$ cat src/rtl/abs_pipe.sv
// Two-stage elastic absolute-value pipeline: S1 captures the raw signed beat,
// S2 holds the per-channel magnitude with sign and most-negative flags.
module abs_pipe #(
  parameter int WORD_WIDTH = 16,
  parameter int CHANNELS   = 1,
  parameter int SATURATE   = 1
) (
  input  logic                           clk,
  input  logic                           rst_n,
  input  logic                           in_valid,
  output logic                           in_ready,
  input  logic [CHANNELS*WORD_WIDTH-1:0] in_data,
  output logic                           out_valid,
  input  logic                           out_ready,
  output logic [CHANNELS*WORD_WIDTH-1:0] out_data,
  output logic [CHANNELS-1:0]            out_sign,
  output logic [CHANNELS-1:0]            out_ovf
);

  localparam int DW = CHANNELS * WORD_WIDTH;

  logic          s1_valid;
  logic [DW-1:0] s1_data;
  logic          s2_valid;
  logic [DW-1:0] s2_data;
  logic [CHANNELS-1:0] s2_sign;
  logic [CHANNELS-1:0] s2_ovf;

  logic          s1_load;
  logic          s2_load;
  logic [DW-1:0] abs_data;
  logic [CHANNELS-1:0] abs_sign;
  logic [CHANNELS-1:0] abs_ovf;

  // S2 refills whenever it is empty or its beat leaves this cycle; S1 refills
  // when it is empty or its beat moves into S2 on the same edge.
  assign s2_load  = s1_valid && (!s2_valid || out_ready);
  assign s1_load  = in_valid && (!s1_valid || s2_load);
  assign in_ready = !s1_valid || !s2_valid || out_ready;

  for (genvar k = 0; k < CHANNELS; k++) begin : g_ch
    logic [WORD_WIDTH-1:0] x;
    logic [WORD_WIDTH-1:0] neg_x;
    logic [WORD_WIDTH-1:0] mag;
    logic                  is_min;

    assign x      = s1_data[k*WORD_WIDTH +: WORD_WIDTH];
    assign neg_x  = '0 - x;
    assign is_min = x[WORD_WIDTH-1] & ~(|x[WORD_WIDTH-2:0]);

    // Negating the most-negative value wraps back onto itself, which is
    // exactly its true unsigned magnitude when saturation is off.
    always_comb begin
      mag = x;
      if (is_min && (SATURATE != 0)) begin
        mag = {1'b0, {(WORD_WIDTH-1){1'b1}}};
      end else if (x[WORD_WIDTH-1]) begin
        mag = neg_x;
      end
    end

    assign abs_data[k*WORD_WIDTH +: WORD_WIDTH] = mag;
    assign abs_sign[k] = x[WORD_WIDTH-1];
    assign abs_ovf[k]  = is_min;
  end

  always_ff @(posedge clk or negedge rst_n) begin
    if (!rst_n) begin
      s1_valid <= 1'b0;
      s1_data  <= '0;
    end else begin
      if (s1_load) begin
        s1_valid <= 1'b1;
        s1_data  <= in_data;
      end else if (s2_load) begin
        s1_valid <= 1'b0;
      end
    end
  end

  // Result registers only change on a load, so they stay put during a stall.
  always_ff @(posedge clk or negedge rst_n) begin
    if (!rst_n) begin
      s2_valid <= 1'b0;
      s2_data  <= '0;
      s2_sign  <= '0;
      s2_ovf   <= '0;
    end else begin
      if (s2_load) begin
        s2_valid <= 1'b1;
        s2_data  <= abs_data;
        s2_sign  <= abs_sign;
        s2_ovf   <= abs_ovf;
      end else if (out_ready) begin
        s2_valid <= 1'b0;
      end
    end
  end

  assign out_valid = s2_valid;
  assign out_data  = s2_data;
  assign out_sign  = s2_sign;
  assign out_ovf   = s2_ovf;

endmodule

$ cat config.mk
export PLATFORM = sky130hd
export DESIGN_NAME = abs_pipe
export DESIGN_NICKNAME = d
export VERILOG_FILES = /design/src/rtl/abs_pipe.sv
export SDC_FILE = /design/constraint.sdc
export NUM_CORES = 1
export LEC_CHECK = 0
export CAP_MARGIN = 10
export CORE_ASPECT_RATIO = 1.25
export CORE_MARGIN = 5
export CORE_UTILIZATION = 45
export DETAILED_ROUTE_END_ITERATION = 8
export GPL_ROUTABILITY_DRIVEN = 1
export PLACE_DENSITY = 0.76
export REMOVE_ABC_BUFFERS = 1
export SLEW_MARGIN = 10
export SYNTH_ARGS = -nofsm -noshare
export SYNTH_HDL_FRONTEND = slang
export SYNTH_SLANG_ARGS = --single-unit
$ cat constraint.sdc
create_clock -name clk -period 5.21 [get_ports clk]
set_input_delay 0.521 -clock clk [delete_from_list [all_inputs] [get_ports clk]]
set_output_delay 0.521 -clock clk [all_outputs]
set_load 0.05 [all_outputs]
Word-level counts from Yosys, hierarchy flattened
Cells that the tools add are included.
Word-level totals
  flip-flop bits (word level): 36
  input port bits: 20
  output and inout bits: 20
  word-level logic and storage cells: 26
Operators by class
  add/sub/neg operators: 1
  mux-type cells: 6
  bitwise logic cells: 2
  reduce and logical (&&, ||, !) cells: 11
Operators by type and width (count)
  $mux 16: 2
  $sub 1x16->16 const A: 1
  $reduce_or 15->1: 1
  $logic_or 1x1->1: 4
  $mux 1: 4
  $reduce_bool 2->1: 2
  $logic_and 1x1->1: 2
  $logic_not 1->1: 2
  $and 1x1->1: 1
  $not 1->1: 1

Longest topological paths before layout
Gate-level depths: netlist of the first run.
  depth after elaboration: 6
  mapped depth: 7
  mapped depth without buffers: 6

Worst setup path after synthesis of the first run
OpenSTA, ideal clock, no wires.
  kind: reg2reg
  start point: reg s2_valid, in the netlist out_valid
  end point: reg s1_data[10], in the netlist g_ch[0].x[10]
  setup time: 0.125 ns
  data arrival time: 2.307 ns
  data required time: 5.085 ns
  path slack: 2.779 ns
  cell stages (with the launch flop): 5
  buffers on the path: 1
  clock period less this slack: 2.431 ns
  path through: dfrtp_1 > nand3b_1 > nand2_1 > clkbuf_1 > mux2_2
On the way
  cells in the longest elaborated chain, start to end: 5
Ends and longest elaborated chain
  start, declared: RTL line 24  | logic s2_valid;
  start signal, assigned: RTL line 84  | s2_valid <= 1'b0;
  start signal, assigned: RTL line 90  | s2_valid <= 1'b1;
  start signal, assigned: RTL line 95  | s2_valid <= 1'b0;
  $logic_not 1->1: RTL line 37  | assign s2_load = s1_valid && (!s2_valid || out_ready);
  $logic_or 1x1->1: RTL line 37
  $logic_and 1x1->1: RTL line 37
  $logic_or 1x1->1: RTL line 38  | assign s1_load = in_valid && (!s1_valid || s2_load);
  $logic_and 1x1->1: RTL line 38
  end signal, assigned: RTL line 74  | s1_data <= in_data;
  end, declared: RTL line 23  | logic [DW-1:0] s1_data;
Every way passes these cells.
A chain may end at the register's enable or synchronous reset.

Final worst setup path of the first run
  start point: in out_ready
  end point: out in_ready
On the way
  cells in the longest elaborated chain, start to end: 1
Ends and longest elaborated chain
  start, declared: RTL line 14  | input logic out_ready,
  $logic_or 1x1->1: RTL line 39  | assign in_ready = !s1_valid || !s2_valid || out_ready;
  end, declared: RTL line 11  | output logic in_ready,
Every way passes these cells.

==> results of run 1 <==
-- layout make-up --
cell class	count	area, um^2	share of cell area (%)
well taps	39	48.8	2.24
flip-flops and latches	36	901	41.3
repair buffers	40	398	18.2
clock buffers	7	96.3	4.42
multi-input cells	108	729	33.4
inverters	2	7.51	0.344
-- registers in the layout (all words and copies together), names as in the netlist --
register   count
g_ch.x        16
out_sign       1
out_ovf        1
s1_valid       1
out_data      16
out_valid      1
-- Yosys cell counts, types with 2 or more instances --
| library cell | number | area share [%] |
|---|---|---|
| dfrtp_1 | 36 | 54 |
| nor2_1 | 17 | 3.8 |
| mux2_2 | 16 | 11 |
| a21oi_1 | 14 | 4.2 |
| nand2_1 | 12 | 2.7 |
| xor2_1 | 9 | 4.7 |
| clkbuf_1 | 6 | 1.3 |
| o21ai_0 | 6 | 1.8 |
| o31ai_1 | 5 | 2.2 |
| or4_1 | 4 | 1.8 |
| nand2b_1 | 3 | 1.1 |
| buf_2 | 2 | 0.60 |
| inv_1 | 2 | 0.45 |
| nand3_1 | 2 | 0.60 |
| nor3_1 | 2 | 0.60 |
| o41ai_1 | 2 | 1.0 |
-- through the flow --
step / worst slack, ps / instances / power, mW
2_1_floorplan: 2940 / 146 / 0.614
3_3_place_gp: 2750 / 225 / 0.736
3_5_place_dp: 2750 / 225 / 0.745
4_1_cts: 2740 / 232 / 0.955
5_1_grt: 2720 / 232 / 0.991
6_report: 2740 / 232 / 0.942
-- power breakdown --
part	leakage [nW]	switching, mW	internal, mW
clock	0.0503	0.0869	0.118
sequential	0.415	0.0522	0.336
combinational	0.423	0.217	0.133
total	0.888	0.356	0.586
-- layer usage --
metal | vias to the layer above | GRT usage, %
met1 | 589 | 16.9
met5 | - | 0
met4 | 0 | 7.61
met2 | 26 | 25.7
li1 | 618 | -
met3 | 5 | 2.57
-- cells by family (layout without fill, tap and decap cells) --
logic type / count (synthesis) / after routing / share of synthesized area (%)
simple gates: 49 / 49 / 14.8
flops: 36 / 36 / 53.8
compound gates: 31 / 31 / 11.4
mux: 17 / 17 / 11.4
buf+inv: 11 / 49 / 2.62
xor+xnor: 10 / 10 / 5.23
fa+ha+maj: 1 / 1 / 0.747
-- worst paths after layout --
| kind | startpoint | to | slack, ps | cells after the start |
|---|---|---|---|---|
| hold / removal | out_data[15]$_DFFE_PN0P_ | out_data[15]$_DFFE_PN0P_ | 480 | 2 |
| setup / recovery | out_ready | in_ready | 2740 | 3 |
| setup reg to reg | g_ch[0].x[4]$_DFFE_PN0P_ | out_data[13]$_DFFE_PN0P_ | 3030 | 4 |
| min in group asynchronous | rst_n | g_ch[0].x[13]$_DFFE_PN0P_ | 640 | 2 |
| max in group asynchronous | rst_n | out_data[5]$_DFFE_PN0P_ | 4250 | 2 |
| hold reg to reg | out_data[15]$_DFFE_PN0P_ | out_data[15]$_DFFE_PN0P_ | 480 | 2 |
-- tightest hold or removal path: cells and delay by family (launching register included) --
family | cells | cell delay [ps]
compound gates | 1 | 50
simple gates | 1 | 50
flops | 1 | 340
==> summary.md, run 1 <==
| Metric | Value |
|---|---|
| Die extent in y | `just under 80 um` |
| Max stage delay on crit path | `~800 ps` |
| Routed Antenna Nets | `0` |
| Die ar. | `~5000 um^2` |
| FMAX | `0.406 GHz` |
| Commonest non-fill, non-tap cell in the layout | `clkdlybuf4s50_1` |
| Final WL | `around 3400 um` |
| Maximum VDD drop | `0.000209 V` |
| Placed Area | `around 2100 um^2` |
| Max-cap violations | `0` |
| Status | `finished clean` |
| Final Instance Area | `between 2000 and 2500 um^2` |
| Std cell rows | `24` |
| Hold Violations, Final | `0` |
| Hold slack | `480 ps` |
| Core Region | `approximately 3500 um^2` |
| TritonRoute pass-1 iters | `4` |
| Worst Hold Class | `reg -> reg` |
| PostCTS Resize Cnt | `0` |
| Vias/cell | `about 5.3` |
| DR WL/cell | `approximately 15 um` |
| Top FF cell, synth | `dfrtp_1` |
| Vias in the first global route | `~1300` |
| Post-DP HPWL | `2540 um` |
| Die width | `roughly 65 um` |
| Pleak | `~0.89 nW` |
| Antenna violations before repair | `0` |
| TritonCTS Sinks | `36` |
| Worst-Skew Late Latency | `280 ps` |
| CP Cell Sequence | `clkdlybuf4s50_1 > nand3b_1 > clkdlybuf4s50_1` |
| First-pass GRT wire length | `5760 um` |
| Setup TNS Final | `0 ps` |
| Flops & latches, synth | `36` |
| CP bufs+invs | `2` |
| Post-synth EDFFs | `0` |
| CTS tree | `built` |
| Sequential element share of the synthesized area | `53.8%` |
| Mapped cell area | `around 1700 um^2` |
| CP max FO | `3` |
| Syn Area/Cell | `~11 um^2` |
| Post-synth ARST share | `between 90% and 100%` |
| CTS H-Tree Depth | `2` |
| Pin count of the biggest net entering global routing | `37` |
| Initial drt markers | `42` |
| Setup CP Type | `in -> out` |
| Final worst path period share | `a little under half` |
| Total number of vias | `1238` |
| Pwr Density | `432 nW/um^2` |
| Setup crit end kind | `output port` |
| Final setup fails | `0` |
| P&R area growth vs syn | `30.3%` |
| RSZ-0062 raised after global routing | `false` |
| Proportion of layout cells with a drive suffix above 1 | `approximately 15%` |
| Most frequent cells in the layout | `39 x clkdlybuf4s50_1, 36 x dfrtp_1, 17 x nor2_1, 16 x mux2_2, 14 x a21oi_1` |
| Root buf cell | `clkbuf_8` |
| Highest Signal Layer | `met4` |
| Critical-path top delay cell | `clkdlybuf4s50_1` |
| Fill cell count | `between 300 and 400` |
| Slew Limit Fails | `0` |
| Final core utilization | `61.5%` |
| Rel. slew slack | `approximately 29%` |
| Cell family with most CP delay | `buffers and inverters` |
| Wl on met1 | `around 1500 um` |
| Worst Skew | `2.54 ps` |
| Port bufs | `39` |
| Cell count after synthesis | `approximately 160` |
| Nets@finish | `approximately 210` |
| Clock Tree Buf Depth | `2` |
| Setup repair bufs after CTS | `0` |
| Total gr overflow | `0` |
| Clk slew on worst S/H paths | `70 ps` |
| CP required | `~4700 ps` |
| # DRC | `0` |
| Crit path DAT | `approximately 2000 ps` |
| Routed wl met3 | `roughly 97 um` |
| Global Route Usage Sum | `roughly 15%` |
| Worst-Margin Slew | `1060 ps` |
| CP dominant cell by count | `clkdlybuf4s50_1` |
| Yosys cell types | `33` |
| Initial Utilization | `a little under half` |
| Top Ports | `40` |
| DR WL met2 | `1810 um` |
| GP Congestion | `0.870` |
| Ant diodes | `0` |
| Total CTS buffers | `5` |
| Worst setup SP type | `primary input` |
| Fin crit period | `roughly 2500 ps` |
| CTS Hold Buffers Added | `0` |
| Synth warn | `0` |
Power figures use the tool's default switching activity.
==> run 2: changes to the inputs <==
--- a/config.mk
+++ b/config.mk
@@ -8,10 +8,10 @@
 export CAP_MARGIN = 10
 export CORE_ASPECT_RATIO = 1.25
 export CORE_MARGIN = 5
-export CORE_UTILIZATION = 45
+export CORE_UTILIZATION = 44
 export DETAILED_ROUTE_END_ITERATION = 8
 export GPL_ROUTABILITY_DRIVEN = 1
-export PLACE_DENSITY = 0.76
+export PLACE_DENSITY = 0.78
 export REMOVE_ABC_BUFFERS = 1
 export SLEW_MARGIN = 10
 export SYNTH_ARGS = -nofsm -noshare
==> constraint.sdc (replaced) <==
create_clock -name clk -period 2 [get_ports clk]
set_input_delay 0.2 -clock clk [delete_from_list [all_inputs] [get_ports clk]]
set_output_delay 0.2 -clock clk [all_outputs]
set_load 0.05 [all_outputs]
==> run 2 against run 1 <==
Against the previous run:
- cell area is 4.9% higher
- sequential share of layout area decreased by 1.9 points
- sequential power increased to 2.5 times the previous value
- clock power rose to 2.6 times the previous value
- non-clock buffer count increased by 13
- flip-flop and latch count unchanged
- clock skew up 5.9 ps
- die area increased by 1.9%
- largest power group is now combinational cells
==> summary.md, run 2 (synthesis gave the netlist of run 1 again) <==
| Metric | Value |
|---|---|
| Most frequent cells in the layout | `38 x clkdlybuf4s50_1, 36 x dfrtp_1, 17 x nor2_1, 16 x mux2_2, 15 x buf_4` |
| TritonCTS Sinks | `36` |
| Core Region | `about 3700 um^2` |
| Post-DP HPWL | `2680 um` |
| Antenna violations before repair | `0` |
| Critical-path top delay cell | `or4b_4` |
| Global Route Usage Sum | `15.4%` |
| Max-cap violations | `0` |
| Total gr overflow | `0` |
| Maximum VDD drop | `between 0.0004 and 0.0005 V` |
| Worst Hold Class | `in -> async` |
| Initial drt markers | `35` |
| Routed Antenna Nets | `0` |
| Slew Limit Fails | `0` |
| Die extent in y | `between 70 and 80 um` |
| CTS tree | `built` |
| Ant diodes | `0` |
| Cell family with most CP delay | `simple AND/OR/NAND/NOR gates` |
| FMAX | `~0.5 GHz` |
| Top Ports | `40` |
| Pwr Density | `1090 nW/um^2` |
| TritonRoute pass-1 iters | `4` |
| DR WL/cell | `14.6 um` |
| Net Sw Power | `around 960 uW` |
| GP Congestion | `just over 0.9` |
| Placed Area | `between 2000 and 2500 um^2` |
| Proportion of layout cells with a drive suffix above 1 | `approximately 23%` |
| Comb power frac | `40.0%` |
| CP bufs+invs | `1` |
| Clk slew on worst S/H paths | `approximately 70 ps` |
| Setup crit end kind | `register` |
| P&R area growth vs syn | `36.7%` |
| Final core utilization | `between 60% and 70%` |
| Fin crit period | `about 2000 ps` |
| Final worst path period share | `around 100%` |
| Die width | `~65 um` |
| Nets@finish | `227` |
| CP max FO | `4` |
| Worst-Skew Late Latency | `around 290 ps` |
| Initial Utilization | `~45%` |
| Pin count of the biggest net entering global routing | `37` |
| Critical path launch point | `g_ch[0].x[0]$_DFFE_PN0P_` |
| Vias/cell | `5.39` |
| Worst r2r src | `g_ch[0].x[0]$_DFFE_PN0P_` |
| Final setup fails | `0` |
| Setup CP Type | `reg -> reg` |
| Switching Fraction | `38.4%` |
| CP required | `around 2200 ps` |
| Max stage delay on crit path | `around 500 ps` |
| Clk pwr share | `a little over a fifth` |
| Hold Violations, Final | `0` |
| Final WL | `~3600 um` |
| Die ar. | `a little over 5000 um^2` |
| First-pass GRT wire length | `~6000 um` |
| Vias in the first global route | `about 1400` |
| Status | `finished clean` |
| # DRC | `0` |
| Total number of vias | `between 1000 and 1500` |
| CP Cell Sequence | `inv_1 > ha_2 > or4b_4 > or4_1 > a21oi_1 > o21ai_1` |
| Clock Tree Buf Depth | `2` |
| Crit path DAT | `about 2200 ps` |
| CTS Hold Buffers Added | `0` |
| Commonest non-fill, non-tap cell in the layout | `clkdlybuf4s50_1` |
| Worst setup SP type | `register` |
| Root buf cell | `clkbuf_8` |
| Pleak | `between 0.9 and 1 nW` |
| Std cell rows | `25` |
| Total Power | `2.50 mW` |
| Share of power burned in registers | `roughly 39%` |
| CTS H-Tree Depth | `2` |
| Worst Skew | `about 8.4 ps` |
| Final Instance Area | `roughly 2300 um^2` |
| Internal power | `around 1.5 mW` |
| Worst-Margin Slew | `~600 ps` |
| Rel. slew slack | `about three fifths` |
| Port bufs | `39` |
| Total CTS buffers | `5` |
run 2: changes by cell type in the layout (fill, tap and decap cells not counted), sizes merged:
cell / change
clkbuf: -1
clkinv: +2
clkdlybuf4s50: -1
buf: +14
run 2: per-stage QoR:
step           cells  TNS [ps]  worst slack, ps  hold WS [ps]
3_5_place_dp     235         0             11.5           469
4_1_cts          243         0             15.9           333
3_3_place_gp     235         0             68.5           463
2_1_floorplan    146     -4320             -270         -95.6
6_report         247         0             28.6           319
5_1_grt          247      -216            -77.4           364
run 2: metal layers:
metal	up-vias	global-route usage [%]	wire, um
li1	646	-	-
met5	-	0	0
met4	0	8.92	104
met3	11	3.39	127
met2	38	25.7	1890
met1	636	17.9	1490
run 2: power groups by stage:
stage	clock network, mW	registers (mW)	logic, mW
detailed placement	0	0.991	0.980
floorplan	0	1.34	0.260
global route	0.571	1.00	1.06
CTS	0.533	0.977	0.983
finish	0.521	0.977	0.997
global placement	0	0.980	0.966
run 2: worst paths after layout:
kind	slack (ps)	end	cells past startpoint
max	30	out_data[12]$_DFFE_PN0P_	6
min reg2reg	490	out_sign$_DFFE_PN0P_	2
min	320	g_ch[0].x[13]$_DFFE_PN0P_	2
min in group clk	490	out_sign$_DFFE_PN0P_	2
max in group asynchronous	1370	out_valid$_DFFE_PN0P_	2
max reg2reg	30	out_data[12]$_DFFE_PN0P_	6
run 2: final cells by class:
type	count	area, um^2
sequential	36	901
clock inverter	2	10.0
fill	293	1430
multi-input combinational	108	744
clock buffer	6	82.6
inverter	2	7.51
tap	40	50.0
timing repair buffer	53	493
run 2: repair_timing:
item,CTS,global route
gates resized for setup,0,4
buffers inserted,0,4
setup endpoints to repair,0,6
